File: config.mk
export PLATFORM = sky130hd
export DESIGN_NAME = uart_rx_oversampled_flat
export DESIGN_NICKNAME = d
export VERILOG_FILES = /design/src/rtl/uart_rx_oversampled_if.sv /design/src/rtl/uart_rx_oversampled.sv /design/src/flat_wrapper.sv
export SDC_FILE = /design/constraint.sdc
export NUM_CORES = 1
export LEC_CHECK = 0
export BUFFER_PORTS_ARGS = -buffer_cell sky130_fd_sc_hd__buf_4
export CORE_MARGIN = 2
export CORE_UTILIZATION = 32
export CTS_CLUSTER_SIZE = 12
export DETAILED_ROUTE_END_ITERATION = 8
export GPL_TIMING_DRIVEN = 0
export PLACE_DENSITY_LB_ADDON = 0.25
export SLEW_MARGIN = 20
export SYNTH_ARGS = -nofsm -noshare
export SYNTH_HDL_FRONTEND = slang
export SYNTH_SLANG_ARGS = --single-unit
File: constraint.sdc
create_clock -name clk -period 3.25 [get_ports clk]
set_clock_uncertainty 0.05 [all_clocks]
set_input_delay 0.325 -clock clk [delete_from_list [all_inputs] [get_ports clk]]
set_output_delay 0.325 -clock clk [all_outputs]
set_load 0.02 [all_outputs]
File: src/rtl/uart_rx_oversampled_if.sv
// Receiver-side bundle for uart_rx_oversampled: oversampling strobe and
// serial line in, received word plus status out.
// master : baud generator / line driver side (drives s_tick, rx)
// slave  : receiver side (drives dout and status)
interface uart_rx_oversampled_if #(
  parameter int DBIT = 8
);
  logic            s_tick;
  logic            rx;
  logic [DBIT-1:0] dout;
  logic            rx_done_tick;
  logic            frame_err;
  logic            parity_err;

  modport master (
    output s_tick, rx,
    input  dout, rx_done_tick, frame_err, parity_err
  );

  modport slave (
    input  s_tick, rx,
    output dout, rx_done_tick, frame_err, parity_err
  );
endinterface

File: src/rtl/uart_rx_oversampled.sv
// 16x oversampled UART receiver.
// Frame: start bit, DBIT data bits LSB first, optional even-parity bit,
// stop bit(s) lasting SB_TICK oversampling ticks. Each bit is sampled at
// its centre: the start bit is confirmed 8 ticks after the falling edge,
// every later bit 16 ticks after the previous sample.
// Optional feature macro: UART_RX_PARITY_EN (adds a PARITY state and a live
// parity_err output; otherwise parity_err is tied low).
module uart_rx_oversampled #(
  parameter int DBIT    = 8,
  parameter int SB_TICK = 16
) (
  input  logic                   clk,
  input  logic                   rst,
  uart_rx_oversampled_if.slave   bus
);

  // Tick counter must reach both 15 (data bits) and SB_TICK-1 (stop bits).
  localparam int SW = (SB_TICK > 16) ? $clog2(SB_TICK) : 4;
  localparam int NW = (DBIT > 1) ? $clog2(DBIT) : 1;

`ifdef UART_RX_PARITY_EN
  typedef enum logic [2:0] {IDLE, START, DATA, PARITY, STOP} state_t;
`else
  typedef enum logic [1:0] {IDLE, START, DATA, STOP} state_t;
`endif

  state_t          state_q;
  logic [SW-1:0]   s_q;
  logic [NW-1:0]   n_q;
  logic [DBIT-1:0] b_q;
  logic [DBIT-1:0] dout_q;
  logic            done_q;
  logic            ferr_q;
  logic            perr_q;
  logic [1:0]      sync_q;
  logic            rx_s;
`ifdef UART_RX_PARITY_EN
  logic            par_q;
`endif

  // Two-flop synchronizer for the asynchronous line; resets to idle-high so
  // reset never looks like a start bit.
  always_ff @(posedge clk) begin
    if (rst) sync_q <= 2'b11;
    else     sync_q <= {sync_q[0], bus.rx};
  end

  assign rx_s = sync_q[1];

  // Receive FSM with counters, shift register and registered outputs.
  always_ff @(posedge clk) begin
    if (rst) begin
      state_q <= IDLE;
      s_q     <= '0;
      n_q     <= '0;
      b_q     <= '0;
      dout_q  <= '0;
      done_q  <= 1'b0;
      ferr_q  <= 1'b0;
      perr_q  <= 1'b0;
`ifdef UART_RX_PARITY_EN
      par_q   <= 1'b0;
`endif
    end else begin
      done_q <= 1'b0;
      case (state_q)
        // Falling edge starts the tick count immediately, tick or not.
        IDLE: begin
          if (!rx_s) begin
            state_q <= START;
            s_q     <= '0;
          end
        end

        // Confirm the start bit at its centre; a high sample is a glitch.
        START: begin
          if (bus.s_tick) begin
            if (s_q == SW'(7)) begin
              if (!rx_s) begin
                state_q <= DATA;
                s_q     <= '0;
                n_q     <= '0;
              end else begin
                state_q <= IDLE;
              end
            end else begin
              s_q <= s_q + SW'(1);
            end
          end
        end

        // Shift in one data bit per 16 ticks, LSB first.
        DATA: begin
          if (bus.s_tick) begin
            if (s_q == SW'(15)) begin
              s_q <= '0;
              b_q <= {rx_s, b_q[DBIT-1:1]};
              if (n_q == NW'(DBIT-1)) begin
`ifdef UART_RX_PARITY_EN
                state_q <= PARITY;
`else
                state_q <= STOP;
`endif
              end else begin
                n_q <= n_q + NW'(1);
              end
            end else begin
              s_q <= s_q + SW'(1);
            end
          end
        end

`ifdef UART_RX_PARITY_EN
        // Parity bit is sampled exactly like a data bit.
        PARITY: begin
          if (bus.s_tick) begin
            if (s_q == SW'(15)) begin
              s_q     <= '0;
              par_q   <= rx_s;
              state_q <= STOP;
            end else begin
              s_q <= s_q + SW'(1);
            end
          end
        end
`endif

        // Frame completes after SB_TICK ticks: publish word and status.
        STOP: begin
          if (bus.s_tick) begin
            if (s_q == SW'(SB_TICK-1)) begin
              state_q <= IDLE;
              s_q     <= '0;
              dout_q  <= b_q;
              ferr_q  <= ~rx_s;
              done_q  <= 1'b1;
`ifdef UART_RX_PARITY_EN
              perr_q  <= (^b_q) ^ par_q;
`endif
            end else begin
              s_q <= s_q + SW'(1);
            end
          end
        end

        default: state_q <= IDLE;
      endcase
    end
  end

  assign bus.dout         = dout_q;
  assign bus.rx_done_tick = done_q;
  assign bus.frame_err    = ferr_q;
  assign bus.parity_err   = perr_q;

endmodule

File: src/flat_wrapper.sv
// flat-port wrapper written by rule: the top's interface ports become plain ports
module uart_rx_oversampled_flat 
#(
  parameter int DBIT    = 8,
  parameter int SB_TICK = 16
)
  (clk, rst, bus_s_tick, bus_rx, bus_dout, bus_rx_done_tick, bus_frame_err, bus_parity_err);
  uart_rx_oversampled_if #(.DBIT(DBIT)) bus_i ();
  input  logic clk;
  input  logic rst;
  input wire logic [$bits(bus_i.s_tick)-1:0] bus_s_tick;
  input wire logic [$bits(bus_i.rx)-1:0] bus_rx;
  output wire logic [$bits(bus_i.dout)-1:0] bus_dout;
  output wire logic [$bits(bus_i.rx_done_tick)-1:0] bus_rx_done_tick;
  output wire logic [$bits(bus_i.frame_err)-1:0] bus_frame_err;
  output wire logic [$bits(bus_i.parity_err)-1:0] bus_parity_err;
  assign bus_i.s_tick = bus_s_tick;
  assign bus_i.rx = bus_rx;
  assign bus_dout = bus_i.dout;
  assign bus_rx_done_tick = bus_i.rx_done_tick;
  assign bus_frame_err = bus_i.frame_err;
  assign bus_parity_err = bus_i.parity_err;
  uart_rx_oversampled #(.DBIT(DBIT), .SB_TICK(SB_TICK)) u_core (.clk(clk), .rst(rst), .bus(bus_i));
endmodule
After elaboration in Yosys (flattened, before gate mapping)
Index checks and enable logic that the tools add are counted.

Register bits: 29. Output and inout bits: 11. Logic and storage cells: 63.

$add $sub $neg: 2. Equal/unequal tests: 17. Multiplexer cells: 24. Bitwise gates (word level): 3. Reduce and logical (&&, ||, !) cells: 9.

Operator list (number): $mux W4 (5); $mux W2 (9); $mux W3 (6); $ne A2 B2 Y1 const B (6); $pmux W4 S3 (1); $ne A2 B1 Y1 const B (5); $pmux W2 S4 (1); $reduce_and A8 Y1 (1); $reduce_and A7 Y1 (1); $pmux W3 S2 (1); $reduce_and A3 Y1 (2); $add A4 B1 Y4 const B (1); $eq A2 B2 Y1 const B (2); $eq A4 B3 Y1 const B (1); $eq A4 B4 Y1 const B (1); $add A3 B1 Y3 const B (1); $eq A3 B3 Y1 const B (1); $not A1 Y1 (3); $reduce_or A3 Y1 (1); $eq A2 B1 Y1 const B (1); $logic_not A2 Y1 (1); $reduce_and A2 Y1 (1); $reduce_bool A2 Y1 (1); $reduce_or A2 Y1 (1); $mux W1 (1).

Logic depth before layout (Yosys ltp)
Gate-level depths: netlist of the first run.

Word-level depth: 5. Mapped depth: 7. Gate-level depth less buffers: 6.

Worst setup path after synthesis of the first run
OpenSTA, ideal clock, no wires.

Path kind: reg2reg. Start point: reg u_core.s_q[0]. End point: reg u_core.b_q[0]. Arrival time: 1.347 ns. Required time: 3.072 ns. Path slack: 1.726 ns. Cell stages (with the launch flop): 8. Path buffers: 2. Clock period less this slack: 1.524 ns. Path through: dfxtp_1 > ha_1 > and2_1 > buf_6 > and4b_1 > buf_6 > mux2i_1 > nor2_1.

Longest elaborated chain between the ends: 2.

Ends and longest elaborated chain: from (decl) (RTL line uart_rx_oversampled.sv:28) `logic [SW-1:0] s_q;`; from (signal assigned) (RTL line uart_rx_oversampled.sv:87) `s_q <= s_q + SW'(1);`; from (signal assigned) (RTL line uart_rx_oversampled.sv:108) `s_q <= s_q + SW'(1);`; from (signal assigned) (RTL line uart_rx_oversampled.sv:141) `s_q <= s_q + SW'(1);`; $eq A4 B4 Y1 (RTL line uart_rx_oversampled.sv:95) `if (s_q == SW'(15)) begin`; $reduce_and A3 Y1 (no source line); to (signal assigned) (RTL line uart_rx_oversampled.sv:97) `b_q <= {rx_s, b_q[DBIT-1:1]};`; to (decl) (RTL line uart_rx_oversampled.sv:30) `logic [DBIT-1:0] b_q;`.

No other way between the ends. A chain may end at the register's enable or synchronous reset.

Worst setup path after layout of the first run
Start point: reg u_core.s_q[0]. End point: reg u_core.b_q[2].

Same word-level chain as after synthesis.

==> results of run 1 <==
sequential cells by signal, summed over array words and instances, names as in the netlist, named ones only:
name                     count
u_core.bus.frame_err         1
u_core.bus.dout              8
u_core.n_q                   3
u_core.b_q                   8
u_core.bus.rx_done_tick      1
u_core.state_q               1
u_core.s_q                   4
u_core.sync_q                2
cells by family after synthesis:
kind of cell / after synthesis / share of synthesized area
simple gates: 53 / 0.2069
flops: 29 / 0.4324
compound gates: 21 / 0.1072
mux: 20 / 0.1491
buf+inv: 13 / 0.06150
fa+ha+maj: 3 / 0.02796
other cells: 1 / 0.002793
xor+xnor: 1 / 0.01212
area by class of cell:
class / instances / area, sq um / share of cell area
Inverter: 1 / 3.754 / 0.002373
Multi-Input combinational cell: 99 / 679.4 / 0.4296
Timing Repair Buffer: 12 / 90.09 / 0.05696
Tap cell: 50 / 62.56 / 0.03956
Clock buffer: 5 / 68.82 / 0.04351
Sequential cell: 29 / 580.6 / 0.3671
Buffer: 12 / 78.83 / 0.04984
Clock inverter: 3 / 17.52 / 0.01108
through the flow:
step           instances    util  total power, W  hold WS, ns  area (sq um)
2_1_floorplan        141       -       0.0003969       0.3395          1343
3_3_place_gp         203  0.3711       0.0004071       0.3443          1495
3_5_place_dp         203  0.3711       0.0004081       0.3493          1495
4_1_cts              211  0.3925       0.0007018       0.1649          1582
5_1_grt              211  0.3925       0.0007244       0.1785          1582
6_report             211  0.3925       0.0006923       0.1721          1582
layer usage:
layer / track usage / vias to the layer above
li1: - / 522
met1: 0.1544 / 462
met2: 0.2163 / 14
met3: 0.03409 / 7
met4: 0.08824 / 0
met5: 0 / -
cell usage after synthesis, drive strengths merged (2+ instances only):
| master | instances | area (sq um) |
|---|---|---|
| nor3 | 2 | 10.01 |
| a21o | 2 | 15.01 |
| nand3 | 2 | 10.01 |
| clkbuf | 5 | 20.01 |
| o21ai | 5 | 25.02 |
| nand4 | 2 | 12.51 |
| nor2 | 25 | 93.84 |
| dfxtp | 29 | 580.6 |
| buf | 7 | 58.80 |
| mux2i | 20 | 200.2 |
| nand2 | 2 | 7.510 |
| a21oi | 8 | 43.79 |
| ha | 3 | 37.54 |
| or2 | 3 | 18.77 |
| nand3b | 3 | 22.52 |
| nor3b | 3 | 22.52 |
| nor2b | 2 | 12.51 |
| and2 | 3 | 18.77 |
power groups by stage:
stage / Clock, W / Sequential (W) / Combinational [W]
after global routing: 0.000320 / 0.000361 / 0.0000439
after floorplan: 0 / 0.000368 / 0.0000290
after detailed placement: 0 / 0.000369 / 0.0000396
after global placement: 0 / 0.000369 / 0.0000385
final: 0.000292 / 0.000361 / 0.0000392
after CTS: 0.000302 / 0.000360 / 0.0000397
worst max path at each step:
stage                               start                         endpoint  slack [ns]  depth (start not counted)
2_1_floorplan  u_core.s_q[0]$_SDFFE_PP0P_       u_core.b_q[0]$_SDFFE_PP0P_        1.73                          7
3_3_place_gp   u_core.s_q[0]$_SDFFE_PP0P_       u_core.b_q[0]$_SDFFE_PP0P_        1.59                          7
3_5_place_dp   u_core.s_q[0]$_SDFFE_PP0P_       u_core.b_q[3]$_SDFFE_PP0P_        1.59                          7
4_1_cts        u_core.s_q[0]$_SDFFE_PP0P_  u_core.bus.dout[0]$_SDFFE_PP0P_        1.57                          7
5_1_grt        u_core.s_q[0]$_SDFFE_PP0P_       u_core.b_q[4]$_SDFFE_PP0P_        1.46                          7
6_report       u_core.s_q[0]$_SDFFE_PP0P_       u_core.b_q[2]$_SDFFE_PP0P_        1.56                          7
worst register-to-register path, stage by stage (launching register included):
cell and delay (ns):
dfxtp_1 0.39, ha_1 0.22, and2_1 0.16, buf_6 0.13
and4b_1 0.21, buf_6 0.16, mux2i_1 0.20, nor2_1 0.05
==> results.toml, run 1 <==
[worst_setup_path]
critPathMaxStageDelay_ns = 0.39
cp_slowest_cell = "dfxtp_1"
cpMostUsedCell = "buf_6"
crit_buf_inv = 2
crit_arrival_ns = 1.80
r2r_end = "u_core.b_q[2]$_SDFFE_PP0P_"
rrSetupSlack_ns = 1.56
r2r_start = "u_core.s_q[0]$_SDFFE_PP0P_"
cp_max_fo = 8
cp-start-kind = "flop"
path_cells = "ha_1 > and2_1 > buf_6 > and4b_1 > buf_6 > mux2i_1 > nor2_1"
cp_top_family = "simple AND/OR/NAND/NOR gates"
worstSetupPathType = "reg2reg"
cp.required_ns = 3.36
reg2regPathDepth = 7
critPathCaptureType = "flop"

[floorplan]
rows = 23
ios = 15
coreArea_sq_mm = 0.004029
die_area_sq_mm = 0.004729
start_util = 0.3332
fp.dieW_um = 68.77
fp.dieH_um = 68.77

[sta]
setup_viol = 0
fin_crit_sh = 0.5209
setup_ws_ns = 1.557
finalSetupTns_ns = 0
finalHoldViolations = 0
slew_violations = 0
fmax_mhz = 590.7
rsz0062_at_grt = "false"
fin_crit_ns = 1.693

[yosys]
ys_types = 38
avgSynthCellArea_sq_um = 9.522
synth_ff_type = "dfxtp_1"
ys_ff_latch = 29
async_flop_share = 0
ys_warn_count = 0
synthesis.nets = 148
yosysSeqAreaShare = 0.4324
syn_area_sq_mm = 0.001343
netlist_instances = 141
synth_edf_count = 0

[clock_network]
htreeDepth = 2
cts_tree = "built"
path_clk_slew_ns = 0.07
cts_setup_buffers = 0
clockRootBuffer = "clkbuf_8"
ctsHoldBuffers = 0
cts_made_buffers = 5
clock_sinks = 29
ctsResizeCount = 0
worst_skew_pair.late_latency_ns = 0.29
clockBufferDepth = 2

[finish]
final_cell_mix = "dfxtp_1, nor2_1, mux2i_1"
final_common_cell = "dfxtp_1"
areaGrowthSynthToFinish_pct = 17.80
layout-drive-gt1-share = 0.2112
nets = 167
fillers = 420
antenna-diode-count = 0

[power_and_ir_drop]
switching_power_w = 0.0001717
ir_worst_vdd_mv = 0.2402
comb_power_share = 0.057
p_int_w = 0.0005206
power.share.clock = 0.422
power_density_mw_per_mm2 = 437.7
p_sw_frac = 0.2480
seq_power_share = 0.521
leakage_nw = 0.6949

[detailed_routing]
first_pass_iters = 4
top_layer_used = "met4"
remaining_drc_errors = 0
wl_met3_um = 88
wl_met1_um = 1253
ant_nets = 0
drtIter0Drc = 19
drt_wl_total_um = 2671
dr_wl_met2_um = 1248
vias_per_cell = 4.763
vias = 1005
post_drt_wl_per_cell_um = 12.66

[worst_hold_path]
hold_end = "u_core.sync_q[0]$_SDFF_PP1_"
holdPathStages = 2
hold_class = "in2reg"
hp-start = "bus_rx"

[run]
drv_cap = 0

[global_route]
grt_pass1_wl_um = 4505
antenna_found_initial = 0
overflow = 0
grt_max_degree = 11
grt_pass1_vias = 976
grt_usage = 0.1333

[placed_design]
place_congestion = 0.8252
dp_hpwl_um = 1893
pre_cts_slack_ns = 1.586
portBuffers = 12

[outcome]
status = "completed"
(Power assumes the default switching activity.)
==> run 2, diff against run 1 <==
ABC_AREA = 1   (was not set)
clock period = 1.6 ns   (was 3.25 ns; I/O delays follow)
==> results.toml, run 2 <==
[outcome]
status = "completed"

[global_route]
grt_usage = 0.1222
overflow = 0
grt_max_degree = 11
grt_pass1_wl_um = 4167
grt_pass1_vias = 971
antenna_found_initial = 0

[detailed_routing]
ant_nets = 0
first_pass_iters = 4
remaining_drc_errors = 0
vias = 1110
vias_per_cell = 4.494
drtIter0Drc = 54
drt_wl_total_um = 2493
post_drt_wl_per_cell_um = 10.09

[yosys]
synth_ff_type = "dfxtp_1"
yosys.area.top_type_share = 0.4518
yosys.area.top_type = "dfxtp_1"
synthesis.nets = 182
syn_area_sq_mm = 0.001285
synth_edf_count = 0
async_flop_share = 0
yosysMostFrequentCell = "nor2_1"
netlist_instances = 175
avgSynthCellArea_sq_um = 7.343
yosysSeqAreaShare = 0.4518
ys_types = 27
ys_warn_count = 0
ys_ff_latch = 29
synthTopCellsByCount = "nor2_1, dfxtp_1, nand2_1"
synthTopCellsByArea = "dfxtp_1, nor2_1, nand2_1, o21ai_0, nand3_1"

[floorplan]
coreArea_sq_mm = 0.003943
fp.dieH_um = 67.37
ios = 15
start_util = 0.3259
fp.dieW_um = 67.37
die_area_sq_mm = 0.004539
rows = 23

[worst_setup_path]
crit_arrival_ns = 1.66
cp.required_ns = 1.76
crit_buf_inv = 0
cp_top_family = "simple AND/OR/NAND/NOR gates"
cp_max_fo = 4
cp_slowest_cell = "dfxtp_1"
critPathCaptureType = "flop"
cp-start-kind = "flop"
critPathMaxStageDelay_ns = 0.32
path_cells = "ha_1 > ha_1 > nand3b_1 > o21ai_2 > and2_4 > nor2_1 > nor2_1"
worstSetupPathType = "reg2reg"

[sta]
setup_ws_ns = 0.1088
rsz0062_at_grt = "false"
finalSetupTns_ns = 0
setup_viol = 0
slew_violations = 0
fin_crit_sh = 0.9320
fmax_mhz = 670.6
fin_crit_ns = 1.491
finalHoldViolations = 0

[finish]
final_cell_mix = "nor2_1, dfxtp_1, nand2_1"
areaGrowthSynthToFinish_pct = 21.32
antenna-diode-count = 0
final_common_cell = "nor2_1"
fillers = 427
nets = 203
layout-drive-gt1-share = 0.2132

[clock_network]
htreeDepth = 2
clockBufferDepth = 2
worst_skew_pair.late_latency_ns = 0.27
cts_made_buffers = 5
clockRootBuffer = "clkbuf_8"
clock_sinks = 29
ctsHoldBuffers = 0
cts_tree = "built"
path_clk_slew_ns = 0.06

[power_and_ir_drop]
power.share.clock = 0.365
comb_power_share = 0.137
p_sw_frac = 0.2763
ir_worst_vdd_mv = 0.4004
switching_power_w = 0.0004298
seq_power_share = 0.499
p_int_w = 0.001126
power_density_mw_per_mm2 = 997.9
power.total_w = 0.001556
leakage_nw = 0.7019

[placed_design]
place_congestion = 0.8095
portBuffers = 13
pre_cts_slack_ns = 0.02394
dp_hpwl_um = 1803

[worst_hold_path]
hold_class = "in2reg"

[run]
drv_cap = 0
## run 2: changes by cell type after synthesis, sizes merged, moves of 2 or more
cell,before,now
a21o,2,0
and2,3,1
buf,7,3
clkbuf,5,2
inv,1,10
mux2i,20,0
nand2,2,27
nand3,2,11
nor2,25,49
nor2b,2,0
nor3b,3,0
o21ai,5,21
## run 2: worst paths after layout
kind	from	end	slack, ns	depth (start not counted)
hold / removal	bus_rx	u_core.sync_q[0]$_SDFF_PP1_	0.02	2
setup reg to reg	u_core.n_q[0]$_SDFFE_PP0P_	u_core.n_q[0]$_SDFFE_PP0P_	0.11	7
setup / recovery	u_core.n_q[0]$_SDFFE_PP0P_	u_core.n_q[0]$_SDFFE_PP0P_	0.11	7
hold reg to reg	u_core.sync_q[0]$_SDFF_PP1_	u_core.sync_q[1]$_SDFF_PP1_	0.36	1
## run 2: layout make-up
cell class	count	area [sq um]	share of cell area
clock inverter	2	10.01	0.006421
tap	50	62.56	0.04013
buffer	5	33.78	0.02167
inverter	11	41.29	0.02648
clock buffer	6	72.57	0.04655
sequential	29	581.8	0.3732
multi-input combinational	130	651.9	0.4181
timing repair buffer	14	105.1	0.06742
## run 2: kinds of logic after synthesis
logic type,after synthesis,synth area share
compound gates,28,0.1120
xor+xnor,1,0.006817
fa+ha+maj,3,0.02921
buf+inv,16,0.05647
flops,29,0.4518
other cells,1,0.002918
simple gates,97,0.3408
## run 2: per-stage QoR
step                hold WS [ns]  std cells  utilization  area (sq um)
finish                   0.02071        247       0.3954          1559
global route             0.01733        247       0.3954          1559
CTS                      0.01266        246       0.3875          1528
detailed placement        0.2985        238       0.3666          1445
global placement          0.2969        238       0.3666          1445
floorplan                 0.1791        175            -          1285
## run 2: power groups by stage
| stage | registers, W | clock network, W | logic [W] |
|---|---|---|---|
| finish | 0.000776 | 0.000567 | 0.000213 |
| global route | 0.000779 | 0.000617 | 0.000244 |
| CTS | 0.000770 | 0.000587 | 0.000209 |
| detailed placement | 0.000786 | 0 | 0.000209 |
| global placement | 0.000786 | 0 | 0.000208 |
| floorplan | 0.000780 | 0 | 0.000164 |
## run 2: what timing repair did
| action | in CTS | in global routing |
|---|---|---|
| resized for setup | 0 | 8 |
| setup endpoints to repair | 0 | 21 |
| buffers inserted | 0 | 1 |
## run 2: routing by layer
layer	wire length [um]	GRT usage	vias to the layer above
li1	-	-	603
met1	1346	0.1641	489
met2	1025	0.1819	13
met3	76	0.03500	5
met4	44	0.05357	0
met5	0	0	-
